File: src/rtl/lsq_issue_sched.sv
// Issue scheduler: four single-entry request slots feeding three LSQ ports.
// Grants are round-robin. Dependency-blocked requests are replayed after a back-off.
module lsq_issue_sched #(
  parameter int LSQ_W   = 6,
  parameter int ADDR_W  = 44,
  parameter int BACKOFF = 3
) (
  input  logic              clk,
  input  logic              rst,
  input  logic              stall,
  input  logic              except,
  input  logic              rq0_en,
  input  logic              rq1_en,
  input  logic              rq2_en,
  input  logic              rq3_en,
  input  logic [LSQ_W-1:0]  rq0_LSQ,
  input  logic [LSQ_W-1:0]  rq1_LSQ,
  input  logic [LSQ_W-1:0]  rq2_LSQ,
  input  logic [LSQ_W-1:0]  rq3_LSQ,
  input  logic [ADDR_W-1:0] rq0_addr,
  input  logic [ADDR_W-1:0] rq1_addr,
  input  logic [ADDR_W-1:0] rq2_addr,
  input  logic [ADDR_W-1:0] rq3_addr,
  output logic [3:0]        rq_rdy,
  output logic              p0_en,
  output logic              p1_en,
  output logic              p2_en,
  output logic [LSQ_W-1:0]  p0_LSQ,
  output logic [LSQ_W-1:0]  p1_LSQ,
  output logic [LSQ_W-1:0]  p2_LSQ,
  output logic [ADDR_W-1:0] p0_lsaddr,
  output logic [ADDR_W-1:0] p1_lsaddr,
  output logic [ADDR_W-1:0] p2_lsaddr,
  input  logic [2:0]        has_dep,
  output logic              do_stall,
  output logic [7:0]        dbg_slot_state,
  output logic [1:0]        dbg_rr
);

  typedef enum logic [1:0] {S_EMPTY = 2'd0, S_WAIT = 2'd1, S_ISSUED = 2'd2} slot_state_e;

  slot_state_e       st      [4];
  logic [LSQ_W-1:0]  s_lsq   [4];
  logic [ADDR_W-1:0] s_addr  [4];
  logic [3:0]        s_bo    [4];
  logic [1:0]        s_port  [4];
  logic [1:0]        rr;

  logic [2:0]        p_en_q;
  logic [LSQ_W-1:0]  p_lsq_q  [3];
  logic [ADDR_W-1:0] p_addr_q [3];

  logic [3:0]        rq_en_v;
  logic [LSQ_W-1:0]  rq_lsq_v  [4];
  logic [ADDR_W-1:0] rq_addr_v [4];

  assign rq_en_v      = {rq3_en, rq2_en, rq1_en, rq0_en};
  assign rq_lsq_v[0]  = rq0_LSQ;
  assign rq_lsq_v[1]  = rq1_LSQ;
  assign rq_lsq_v[2]  = rq2_LSQ;
  assign rq_lsq_v[3]  = rq3_LSQ;
  assign rq_addr_v[0] = rq0_addr;
  assign rq_addr_v[1] = rq1_addr;
  assign rq_addr_v[2] = rq2_addr;
  assign rq_addr_v[3] = rq3_addr;

  // Requester handshake: a request transfers on a clock edge where rqi_en and
  // rq_rdy[i] are both high and except is low. The requester holds rqi_en and
  // its payload until then.
  logic [3:0] acc, elig, res_hit, res_dep, busy_n;

  always_comb begin
    acc     = '0;
    elig    = '0;
    res_hit = '0;
    res_dep = '0;
    busy_n  = '0;
    for (int i = 0; i < 4; i++) begin
      acc[i]  = rq_en_v[i] && rq_rdy[i] && !except;
      elig[i] = (st[i] == S_WAIT) && (s_bo[i] == 4'd0);
      for (int k = 0; k < 3; k++) begin
        if (st[i] == S_ISSUED && s_port[i] == 2'(k) && p_en_q[k]) begin
          res_hit[i] = 1'b1;
          res_dep[i] = has_dep[k];
        end
      end
      busy_n[i] = acc[i] || (st[i] == S_WAIT) ||
                  (st[i] == S_ISSUED && (res_dep[i] || !res_hit[i]));
    end
  end

  // Round-robin scan from rr; the n-th eligible slot found takes port n.
  logic [3:0] gnt;
  logic [1:0] gnt_port  [4];
  logic [1:0] port_slot [3];
  logic [2:0] port_vld;
  logic [1:0] rr_n;
  logic [1:0] n_gnt;
  logic [1:0] idx;

  always_comb begin
    gnt      = '0;
    port_vld = '0;
    n_gnt    = '0;
    rr_n     = rr;
    idx      = '0;
    for (int i = 0; i < 4; i++) gnt_port[i] = '0;
    for (int k = 0; k < 3; k++) port_slot[k] = '0;
    if (!stall && !except) begin
      for (int j = 0; j < 4; j++) begin
        idx = rr + 2'(j);
        if (elig[idx] && n_gnt != 2'd3) begin
          gnt[idx]      = 1'b1;
          gnt_port[idx] = n_gnt;
          for (int k = 0; k < 3; k++) begin
            if (n_gnt == 2'(k)) begin
              port_slot[k] = idx;
              port_vld[k]  = 1'b1;
            end
          end
          rr_n  = idx + 2'd1;
          n_gnt = n_gnt + 2'd1;
        end
      end
    end
  end

  always_ff @(posedge clk) begin
    if (rst) begin
      for (int i = 0; i < 4; i++) begin
        st[i]     <= S_EMPTY;
        s_lsq[i]  <= '0;
        s_addr[i] <= '0;
        s_bo[i]   <= '0;
        s_port[i] <= '0;
      end
      for (int k = 0; k < 3; k++) begin
        p_lsq_q[k]  <= '0;
        p_addr_q[k] <= '0;
      end
      rq_rdy   <= 4'b1111;
      rr       <= '0;
      p_en_q   <= '0;
      do_stall <= 1'b0;
    end else begin
      // Ready rises one cycle after a slot empties, but drops on the accept edge.
      for (int i = 0; i < 4; i++) rq_rdy[i] <= (st[i] == S_EMPTY) && !acc[i];
      if (except) begin
        for (int i = 0; i < 4; i++) st[i] <= S_EMPTY;
        p_en_q   <= '0;
        rr       <= '0;
        do_stall <= 1'b0;
      end else begin
        for (int i = 0; i < 4; i++) begin
          case (st[i])
            S_EMPTY: begin
              if (acc[i]) begin
                st[i]     <= S_WAIT;
                s_bo[i]   <= 4'd0;
                s_lsq[i]  <= rq_lsq_v[i];
                s_addr[i] <= rq_addr_v[i];
              end
            end
            S_WAIT: begin
              if (gnt[i]) begin
                st[i]     <= S_ISSUED;
                s_port[i] <= gnt_port[i];
              end else if (s_bo[i] != 4'd0) begin
                s_bo[i] <= s_bo[i] - 4'd1;
              end
            end
            S_ISSUED: begin
              if (res_hit[i]) begin
                if (res_dep[i]) begin
                  st[i]   <= S_WAIT;
                  s_bo[i] <= 4'(BACKOFF);
                end else begin
                  st[i] <= S_EMPTY;
                end
              end
            end
            default: st[i] <= S_EMPTY;
          endcase
        end
        for (int k = 0; k < 3; k++) begin
          p_en_q[k] <= port_vld[k];
          if (port_vld[k]) begin
            p_lsq_q[k]  <= s_lsq[port_slot[k]];
            p_addr_q[k] <= s_addr[port_slot[k]];
          end
        end
        rr       <= rr_n;
        do_stall <= &busy_n;
      end
    end
  end

  assign p0_en          = p_en_q[0];
  assign p1_en          = p_en_q[1];
  assign p2_en          = p_en_q[2];
  assign p0_LSQ         = p_lsq_q[0];
  assign p1_LSQ         = p_lsq_q[1];
  assign p2_LSQ         = p_lsq_q[2];
  assign p0_lsaddr      = p_addr_q[0];
  assign p1_lsaddr      = p_addr_q[1];
  assign p2_lsaddr      = p_addr_q[2];
  assign dbg_slot_state = {st[3], st[2], st[1], st[0]};
  assign dbg_rr         = rr;

endmodule
File: config.mk
export PLATFORM = sky130hd
export DESIGN_NAME = lsq_issue_sched
export DESIGN_NICKNAME = d
export VERILOG_FILES = /design/src/rtl/lsq_issue_sched.sv
export SDC_FILE = /design/constraint.sdc
export NUM_CORES = 1
export LEC_CHECK = 0
export CAP_MARGIN = 20
export CORE_MARGIN = 2
export CORE_UTILIZATION = 40
export DETAILED_ROUTE_END_ITERATION = 8
export GPL_ROUTABILITY_DRIVEN = 0
export PLACE_DENSITY = 0.64
export SYNTH_ARGS = -nofsm -noshare
export SYNTH_HDL_FRONTEND = slang
export SYNTH_SLANG_ARGS = --single-unit
File: constraint.sdc
create_clock -name clk -period 5.05 [get_ports clk]
set_input_delay 0.7575 -clock clk [delete_from_list [all_inputs] [get_ports clk]]
set_output_delay 0.7575 -clock clk [all_outputs]
set_load 0.02 [all_outputs]
---- After elaboration in Yosys (flattened, before gate mapping) ----
Memories as Yosys holds them, arrays and structs flattened.
Index checks and enable logic that the tools add are counted.
storage, ports and cells
  bits in writable memories ............... 382
  word-level logic and storage cells ...... 527
  bits of input ports ..................... 211
  output and inout bits ................... 168
  bits in read-only memories .............. 0
  register bits ........................... 10
  latch bits .............................. 0
  memories kept ........................... 7
memory list
  memory           depth  bits a word  read ports  clocked after memory_dff  wr ports  line  RTL
  s_addr           4      44           3           0                         4         44    logic [ADDR_W-1:0] s_addr [4];
  p_addr_q         3      44           3           0                         3         51    logic [ADDR_W-1:0] p_addr_q [3];
  s_lsq            4      6            3           0                         4         43    logic [LSQ_W-1:0] s_lsq [4];
  p_lsq_q          3      6            3           0                         3         50    logic [LSQ_W-1:0] p_lsq_q [3];
  s_bo             4      4            4           0                         4         45    logic [3:0] s_bo [4];
  s_port           4      2            4           0                         4         46    logic [1:0] s_port [4];
  1 more memories  n/a    n/a          n/a         n/a                       n/a       n/a
operators by class
  multipliers ............................. 0
  reductions and logical operators ........ 104
  $lt $le $gt $ge ......................... 14
  multiplexer cells ....................... 301
  add/sub/neg operators ................... 12
  divide/modulo/power cells ............... 0
  bitwise logic cells ..................... 60
  shifts and indexed selects .............. 0
  equality and inequality tests ........... 25
operators by type and width
  kind                 number
  $mux 44              7
  $mux 1               188
  $mux 2               50
  $mux 4               20
  $mux 6               11
  $mux 8               7
  $logic_and 1x1->1    55
  $or 1x1->1           54
  $bwmux 8             3
  $eq 2x1->1 const B   11
  $eq 2x2->1 const B   11
  $logic_not 2->1      11
  $reduce_bool 4->1    5
  $logic_not 4->1      4
  $sub 4x1->4 const B  4
  $add 2x1->2 const B  6
  $demux 2 s2          3
  $logic_or 1x1->1     12
  $lt 2x3->1 const B   4
  $mux 3               4
  $or 4x4->4           3
  $reduce_or 3->1      4
  $logic_not 1->1      10
  $ge 3x3->1 const B   3
  10 further kinds     26

---- Logic depth before layout (Yosys ltp) ----
Gate-level depths: netlist of run 1.
An unclocked memory read counts as a cell.
  word-level depth ........................ 28
  depth in mapped cells ................... 22
  depth with buffers taken out ............ 14

---- Least setup slack after synthesis of run 1 ----
Ideal clock, no wire load.
  path kind ............................... flip-flop to flip-flop
  start point ............................. register rr[0] (netlist: dbg_rr[0])
  end point ............................... memory p_addr_q[0][10], data pin
  setup time .............................. 282 ps
  setup slack ............................. 42 ps
  clock period less this slack ............ 5008 ps
  arrival time ............................ 4726 ps
  required time ........................... 4768 ps
  cell stages (with the launch flop) ...... 22
  buffers on the path ..................... 7
  cell sequence ........................... dfxtp_1 -> clkbuf_1 -> inv_1 -> clkbuf_1 -> clkbuf_1 -> ha_1 -> buf_2 -> nor3b_1 -> a221oi_1 -> a31o_2 -> inv_2 -> ha_1 -> inv_1 -> a21oi_1 -> and4_4 -> buf_6 -> or2_1 -> buf_2 -> clkbuf_1 -> nor3_1 -> a2111oi_2 -> a211oi_2
RTL lines
  what                    line  RTL
  start, declared         47    logic [1:0] rr;
  start signal, assigned  192   rr <= rr_n;
  end, declared           51

==> out/qor.yml, run 1 <==
diodes: 0
nNetsFinal: 2644
max_freq_mhz: 212
crit_buf_inv: 6
gr-total-overflow: 0
grt_pass1_wl_um: 124000
drt_wl_total_um: 82600
detail_route.wl_per_cell_um: 25.7
numPortBuffers: 378
power.share.switching_pct: 25.5
comb_power_share_pct: 12.8
path_clk_slew_ps: 70
skew_ps: 21.0
finalSetupTns_ps: 0
ant_nets: 0
path_max_fanout: 45
drive_gt1_share_pct: 13.2
synth_area_um2: 23400
synthDistinctLibCells: 77
cellPowerDensity_nw_per_um2: 288
grtUsageTotal_pct: 26.9
avgSynthCellArea_um2: 11.0
internal_power_w: 0.00634
critical-path-top-delay-family: "compound AO/OA/AOI/OAI gates"
relSlewSlack_pct: 24.4
first_iter_violations: 2266
path_cells: "clkinv_1 > ha_1 > buf_4 > nor3b_1 > a221oi_1 > a31o_2 > inv_2 > ha_1 > inv_1 > a21oi_1 > and4_4 > buf_6 > o21ai_0 > o211a_4 > buf_4 > a2111oi_2 > a211oi_2"
cts_buffer_depth: 3
synth-adder-area-share_pct: 0.964
rsz0062_at_grt: "no"
post-dp-hpwl_um: 53400
grt_max_degree: 102
rows: 88
ir_drop_mv: 0.213
die_y_um: 246
antenna_found_initial: 0
die_w_um: 246
fillerInstances: 5005
drc: 0
design.core.area_um2: 57700
cp_slowest_cell: "buf_6"
syn_to_final_growth_pct: 26.4
clkLatencyLatePin_ps: 590
initial_utilization_pct: 40.5
ys.flop_type: "edfxtp_1"
r2r_cells: 17
cts-root-buf: "clkbuf_16"
cts_tree: "done"
first_pass_iters: 6
hp-class: "register to register"
worst-path-stages: 17
synth_top_area_share_pct: 48.9
synth_compound_area_share_pct: 14.6
power_leakage_nw: 9.81
max_stage_delay_ps: 420
synth_area_leader_cell: "edfxtp_1"
ys.warnings.count: 0
cts.sinks: 392
die-area_um2: 60300
setup_viol: 0
setup.worst_path.end_class: "register"
async_reset_ff_share_pct: 0
clkPwrFrac_pct: 40.9
hold_violations: 0
cts-buffers-inserted: 44
synth_nets: 2354
p_sw_w: 0.00217
yosysSeqAreaShare_pct: 49.9
ios: 379
synth_top_family_by_area: "simple AND/OR/NAND/NOR gates"
outcome: "complete, no violations"
crit_type: "register to register"
required_ps: 5340
yosys.area_share.simple_pct: 20.2
synth-edff-count: 380
worstMarginPinSlew_ps: 1130
drv_cap: 0
maxSlewViolCount: 0
vias: 19500
ys_top_cells_by_area: "edfxtp_1 (49%), and2_1 (5.5%), mux4_2 (5.1%)"
vias_per_cell: 6.08
ys_seq_elements: 392
grt_pass1_vias: 19700
synth_cells: 2125
worstSetupStartpointType: "register"
finalPower_w: 0.00851
synth-xor-area-share_pct: 0.338
period_needed_ps: 4720
muxShareOfSynthArea_pct: 9.84
power_frac_seq_pct: 46.3
crit_arrival_ps: 5010
whs_path_depth: 2
htreeDepth: 2
period_share_pct: 93.4
metal layers:
metal / vias to the layer above / global-route usage (%) / part of all wire [%]
met5: - / 0 / 0
met4: 0 / 12.4 / 4.4
met3: 187 / 3.51 / 7.3
met2: 1053 / 44.3 / 48
met1: 9720 / 35.4 / 40
li1: 8582 / - / -
through the flow:
step | cell area [µm²] | util [%] | std cells | setup WS (ps) | hold WS, ps
3_3_place_gp | 28000 | 48.4 | 3130 | 389 | 518
2_1_floorplan | 23400 | - | 2125 | 41.6 | 578
3_5_place_dp | 28000 | 48.4 | 3130 | 193 | 527
4_1_cts | 29500 | 51.1 | 3212 | 189 | 535
5_1_grt | 29500 | 51.2 | 3216 | 53.7 | 574
6_report | 29500 | 51.2 | 3216 | 333 | 538
final cells by class:
type	instances	area (µm²)	share of cell area (%)
Timing Repair Buffer	436	4400	14.9
Multi-Input combinational cell	1516	10900	36.9
Inverter	25	95.1	0.322
Clock inverter	30	369	1.25
Sequential cell	392	11700	39.5
Tap cell	765	957	3.24
Clock buffer	52	1170	3.97
state kept, by name (all words and copies together) (netlist names):
signal    count
st            8
p_en_q        3
s_bo         16
p_addr_q    132
s_lsq        24
s_addr      176
rq_rdy        4
p_lsq_q      18
do_stall      1
s_port        8
dbg_rr        2
tightest hold or removal path, stage by stage (launching register included):
cell,delay (ps)
dfxtp_1,320
nand2_1,80
a311oi_1,90
final timing paths:
path / from / end / slack, ps
setup / recovery: dbg_rr[1] / p_addr_q[0][34] / 330
hold / removal: rq_rdy[0] / do_stall / 540
setup reg to reg: dbg_rr[1] / p_addr_q[0][34] / 330
hold reg to reg: rq_rdy[0] / do_stall / 540
Yosys cell counts, types with 5 or more instances:
cell type and n:
a21o_1 8, dfxtp_1 12, inv_1 22, clkbuf_1 134
or3_1 6, buf_1 6, o22ai_1 57, buf_6 14
ha_1 18, buf_2 35, or2_2 6, a21oi_1 71
nand3b_1 7, o211ai_1 89, mux4_2 53, edfxtp_1 380
o21a_1 7, nand4_1 5, mux2i_1 107, nand2_1 185
o21ai_0 37, nor4_1 5, and3_1 45, nor2_1 147
a211oi_2 48, nor3_1 147, nand2b_1 12, xnor2_1 9
a2111oi_2 47, nor2b_1 54, nand3_1 65, and2_1 204
repair_timing:
item | 4_1_cts | 5_1_grt
buffers inserted | 0 | 4
hold endpoints to repair | 0 | 0
gates resized for setup | 0 | 1
hold buffers | 0 | 0
endpoints found under the setup margin | 0 | 40
placed cells by master, fill, tap and decap left out, types with 7 or more instances in the layout:
cell | netlist | layout
nor2b_1 | 54 | 54
nand2_1 | 185 | 184
nand2b_1 | 12 | 11
nand3b_1 | 7 | 7
nor2_1 | 147 | 143
dfxtp_1 | 12 | 11
mux4_2 | 53 | 53
edfxtp_1 | 380 | 380
inv_1 | 22 | 20
o21a_1 | 7 | 7
ha_1 | 18 | 18
clkbuf_16 | 0 | 46
and2_1 | 204 | 204
nor3_1 | 147 | 147
clkdlybuf4s50_1 | 0 | 378
and3_1 | 45 | 45
a2111oi_2 | 47 | 47
a21oi_1 | 71 | 71
buf_4 | 3 | 43
o21ai_0 | 37 | 37
nand3_1 | 65 | 65
mux2i_1 | 107 | 105
a211oi_2 | 48 | 48
clkinv_1 | 1 | 8
bufinv_16 | 0 | 8
o22ai_1 | 57 | 57
o211ai_1 | 89 | 89
buf_12 | 0 | 14
clkinv_2 | 0 | 9
xnor2_1 | 9 | 9
cell families (layout without fill, tap and decap cells):
group	Yosys count	after routing
compound gates	411	411
xor+xnor	9	9
fa+ha+maj	18	18
buf+inv	217	543
flops	392	392
mux	163	163
simple gates	915	915
power by group through the flow:
stage / Clock (W) / Sequential (W) / Combinational [W]
after floorplan: 0 / 0.00401 / 0.000500
after global placement: 0 / 0.00400 / 0.00107
final: 0.00348 / 0.00394 / 0.00109
after global routing: 0.00364 / 0.00396 / 0.00116
after CTS: 0.00352 / 0.00393 / 0.00109
after detailed placement: 0 / 0.00400 / 0.00109
Power figures use the tool's default switching activity.
==> run 2, diff against run 1 <==
- CTS_BUF_LIST: default -> sky130_fd_sc_hd__clkbuf_16
==> run 2 against run 1 <==
Against the previous run: flip-flop and latch count did not move; clock-buffer cell count fell by 6; sequential share of layout area did not move; combinational power barely moved; setup slack got worse by 8.6 ps; final area did not move; first-iteration DRC count fell by 0.13%; maximum frequency fell by 0.18%; final cell count did not move; critical endpoint unchanged.
==> out/qor.yml, run 2 (synthesis gave the netlist of run 1 again) <==
outcome: "complete, no violations"
crit_buf_inv: 5  # -1
max_freq_mhz: 212  # -0.18%
first_pass_iters: 6  # unchanged
gr-total-overflow: 0  # unchanged
cts_tree: "done"
clkLatencyLatePin_ps: 590  # about the same
cellPowerDensity_nw_per_um2: 288  # -0.13%
max_stage_delay_ps: 580  # +160 ps
design.core.area_um2: 57700  # unchanged
mostFrequentLayoutCells: "edfxtp_1 (380), clkdlybuf4s50_1 (378), and2_1 (204), nand2_1 (184), nor3_1 (147)"
ir_drop_mv: 0.214  # +0.30%
diodes: 0  # unchanged
die-area_um2: 60300  # unchanged
maxSlewViolCount: 0  # unchanged
use_met3_pct: 3.51  # unchanged
top_regs: "s_addr: 176 flops, p_addr_q: 132 flops, s_lsq: 24 flops"
cts-root-buf: "clkbuf_16"
path_clk_slew_ps: 60  # about the same
vias: 19600  # +0.12%
grtUsageTotal_pct: 26.9  # unchanged
worstSetupStartpointType: "register"
rows: 88  # unchanged
ant_nets: 0  # unchanged
hp-class: "register to register"
setup.worst_path.end_class: "register"
period_share_pct: 93.6  # +0.17 points
numPortBuffers: 378  # unchanged
required_ps: 5340  # about the same
initial_utilization_pct: 40.5  # unchanged
die_y_um: 246  # unchanged
hold_buffers: 0  # unchanged
setup_viol: 0  # unchanged
path_cells: "inv_1 > ha_1 > nor3b_2 > nand2_1 > mux4_2 > inv_2 > ha_1 > inv_1 > a21oi_1 > and4_4 > buf_6 > o21ai_0 > o211a_4 > buf_4 > a2111oi_2 > a211oi_2"
drc: 0  # unchanged
cts-buffers-inserted: 44  # unchanged
antenna_found_initial: 0  # unchanged
largest_reg_flops: 176  # unchanged
grt.met1_usage_pct: 35.4  # unchanged
use_met2_pct: 44.3  # unchanged
cp_slowest_cell: "mux4_2"
nNetsFinal: 2644  # unchanged
grt-busiest-layer: "met2"
worstMarginPinSlew_ps: 1140  # +6.99 ps
rsz0062_at_grt: "no"
die_w_um: 246  # unchanged
syn_to_final_growth_pct: 26.4  # unchanged
finalSetupTns_ps: 0  # unchanged
first_iter_violations: 2263  # -0.13%
path_max_fanout: 45  # unchanged
fillerInstances: 5005  # unchanged
grt_max_degree: 102  # unchanged
power_leakage_nw: 9.84  # +0.25%
final_util_pct: 51.2  # unchanged
post-dp-hpwl_um: 53400  # unchanged
cts.sinks: 392  # unchanged
vias_per_cell: 6.08  # +0.12%
relSlewSlack_pct: 24.1  # -0.26 points
detail_route.wl_per_cell_um: 25.7  # about the same
ios: 379  # unchanged
largest-register: "s_addr"
crit_arrival_ps: 5020  # about the same
critical-path-top-delay-family: "compound AO/OA/AOI/OAI gates"
skew_ps: 21.6  # +0.605 ps
cts_buffer_depth: 3  # unchanged
drv_cap: 0  # unchanged
drt_wl_total_um: 82700  # about the same
hold_violations: 0  # unchanged
htreeDepth: 2  # unchanged
grt_pass1_wl_um: 124000  # unchanged
drive_gt1_share_pct: 13.2  # unchanged
mostFrequentLayoutCell: "edfxtp_1"
period_needed_ps: 4730  # +8.56 ps
crit_type: "register to register"
grt_pass1_vias: 19700  # unchanged
==> run 2: cell types whose count changed in the layout (fill, tap and decap cells not counted) <==
cell	previous run	this run
clkbuf_1	6	0
inv_1	20	26
==> run 2: final timing paths <==
path	startpoint	endpoint	cells after the start	slack [ps]
setup / recovery	s_bo[3][0]	p_addr_q[0][34]	16	320
hold / removal	rq_rdy[0]	do_stall	2	540
hold reg to reg	rq_rdy[0]	do_stall	2	540
setup reg to reg	s_bo[3][0]	p_addr_q[0][34]	16	320
==> run 2: worst reg2reg max path, cell delays in order, from the launching register on <==
cell and delay [ps]:
edfxtp_1 400, inv_1 100, ha_1 170, nor3b_2 320, nand2_1 200, mux4_2 580, inv_2 200, ha_1 180
inv_1 80, a21oi_1 290, and4_4 290, buf_6 430, o21ai_0 210, o211a_4 310, buf_4 290, a2111oi_2 310
a211oi_2 90
==> run 2: metal layers <==
layer / share of wire (%) / up-vias / routed length (µm)
met5: 0 / - / 0
met4: 4.5 / 0 / 3740
met3: 7.5 / 192 / 6210
met2: 48 / 1049 / 39900
met1: 40 / 9738 / 32800
li1: - / 8586 / -
==> run 2: metrics by stage <==
step | instance area (µm²) | hold WS, ps | total power [W] | worst slack (ps) | instances
after floorplan | 23400 | 578 | 0.00451 | 41.6 | 2125
after global placement | 28000 | 518 | 0.00507 | 389 | 3130
after detailed placement | 28000 | 527 | 0.00509 | 193 | 3130
after CTS | 29500 | 535 | 0.00853 | 189 | 3212
after global routing | 29500 | 574 | 0.00874 | 53.7 | 3216
final | 29500 | 538 | 0.00850 | 324 | 3216
==> run 2: final cells by class <==
type | count | area [µm²] | share of cell area (%)
Sequential cell | 392 | 11700 | 39.5
Multi-Input combinational cell | 1516 | 10900 | 36.9
Timing Repair Buffer | 436 | 4400 | 14.9
Clock buffer | 46 | 1150 | 3.90
Tap cell | 765 | 957 | 3.24
Clock inverter | 36 | 392 | 1.33
Inverter | 25 | 95.1 | 0.322
==> run 2: what timing repair did <==
action                                  CTS  global route
resized for setup                         0             1
setup buffers                             0             4
endpoints found under the setup margin    0            40
==> run 2: where the power goes <==
part           switching (W)  internal [W]  total [W]  leakage, nW
logic               0.000587      0.000503    0.00109         4.99
registers           0.000179       0.00376    0.00394         4.08
clock network        0.00141       0.00206    0.00347        0.766
==> patch: new RTL, config.mk and constraints of run 2 <==
The parameter `ADDR_W` goes from 44 to 52.
--- a/src/rtl/lsq_issue_sched.sv
+++ b/src/rtl/lsq_issue_sched.sv
@@ -2,7 +2,7 @@
 // Grants are round-robin. Dependency-blocked requests are replayed after a back-off.
 module lsq_issue_sched #(
   parameter int LSQ_W   = 6,
-  parameter int ADDR_W  = 44,
+  parameter int ADDR_W  = 52,
   parameter int BACKOFF = 3
 ) (
   input  logic              clk,
Interface: changed (7 resized); port bits go from 379 to 435. The function was not compared with the original's and may differ.
==> patch against run 2 <==
Cell area down 0.61%; die area down 3.6%; sequential power up 13%; worst setup slack better by 0.014 ns; wire length down 7.7%; synthesized area down 3.7%; sequential cell count up 56; total power up 3.4%; critical path type unchanged; critical endpoint is now p_addr_q[0][31]; largest power group unchanged.
==> patch: results (changes against run 2) <==
Multi-In Gates: 1096 (-28%)
Post-synth EDFFs: 436 (+15%)
met3 wire length: 5.209 mm (-16%)
Signal buffers: 484 (+11%)
met1 usage: 32.32% (-3.1 points)
WP data arrival: 5.04 ns (+0.02 ns)
DR vias: 16660 (-15%)
worst-path fanout max: 90 (+100%)
status: finished, final reports clean
met2 routed WL: 38.31 mm (-4.0%)
fillers: 4726 (-5.6%)
CTS Sinks: 448 (+14%)
biggest regs: s_addr x208, p_addr_q x156, s_lsq x24
largest net degree at the start of global routing: 91 (-11%)
M2 GR Usage: 43.95% (-0.30 points)
GRT Total Usage: 25.74% (-1.2 points)
CP max stage delay: 0.65 ns (+0.07 ns)
initial antenna violation count: 7 (+7)
Initial DRC Count: 1632 (-28%)
Die ar.: 58160 um^2 (-3.6%)
ClkCell Share: 5.111% (-0.11 points)
Top Layer Used: met5
placed cell count: 2801 (-11%)
NumNets Final: 2368 (-10%)
Clock buffer cells: 52 (+13%)
area post-placement: 27820 um^2 (-0.48%)
layout cells sized above 1: 8.015% (-5.2 points)
Post-Syn Nets: 1953 (-17%)
wire length on met1: 29.96 mm (-8.8%)
worst vdd ir: 0.2082 mV (-2.5%)
final core utilization: 53.07% (+1.9 points)
Post-synth top cells: edfxtp_1 (436), mux2i_1 (355), and2_1 (238)
Syn Area/Cell: 13.30 um^2 (+21%)
top post-synthesis cells by area: edfxtp_1 (58%), mux2i_1 (16%), and2_1 (6.6%), o22ai_1 (4.7%), dfxtp_1 (1.1%)
first-pass GRT wire length: 109.8 mm (-11%)
Total Routed Length: 76.33 mm (-7.7%)
vias in the first global route: 17060 (-13%)
worst slew pin tran: 0.9450 ns (-0.1937 ns)
Non-clock buffering overhead: 16.92% (+2.0 points)
Seq area share: 45.43% (+6.0 points)
GRT met3 Usage: 4.747% (+1.2 points)
CTS Buf Count: 51 (+16%)
skew final: 0.02149 ns (-0.00009300 ns)
cell-internal power: 6.616 mW (+4.5%)
multi-input combinational area share: 29.01% (-7.8 points)
drt wl/cell: 26.36 um (+2.5%)
total power: 8.792 mW (+3.4%)
Port Buffers: 434 (+15%)
post-DP HPWL: 49.87 mm (-6.5%)
Distinct cells, synth: 78 (+1.3%)
-- patch: cell types whose count changed in the layout (fill, tap and decap cells not counted), moves of 88 or more --
cell,delta
nor3_1,-135
mux2i_1,+249
o211ai_1,-88
o22ai_1,+111
nand2_1,-145
nor2_1,-96
-- patch: cells by family after synthesis --
family	synth area share (%)
DFF	59.26
and+or+nand+nor	10.75
muxes	16.26
AOI/OAI and AO/OA	8.730
buffers and inverters	3.614
adders and majority gates	1.001
xor gates and xnor gates	0.3892
-- patch: path summary, 6_finish.rpt --
kind                            cells after the start  startpoint               to  slack (ns)
worst max-delay path                               14   dbg_rr[1]  p_addr_q[0][31]        0.34
worst min-delay path                                3   rq_rdy[0]        rq_rdy[0]        0.58
worst max register to register                     14   dbg_rr[1]  p_addr_q[0][31]        0.34
worst min register to register                      3   rq_rdy[0]        rq_rdy[0]        0.58
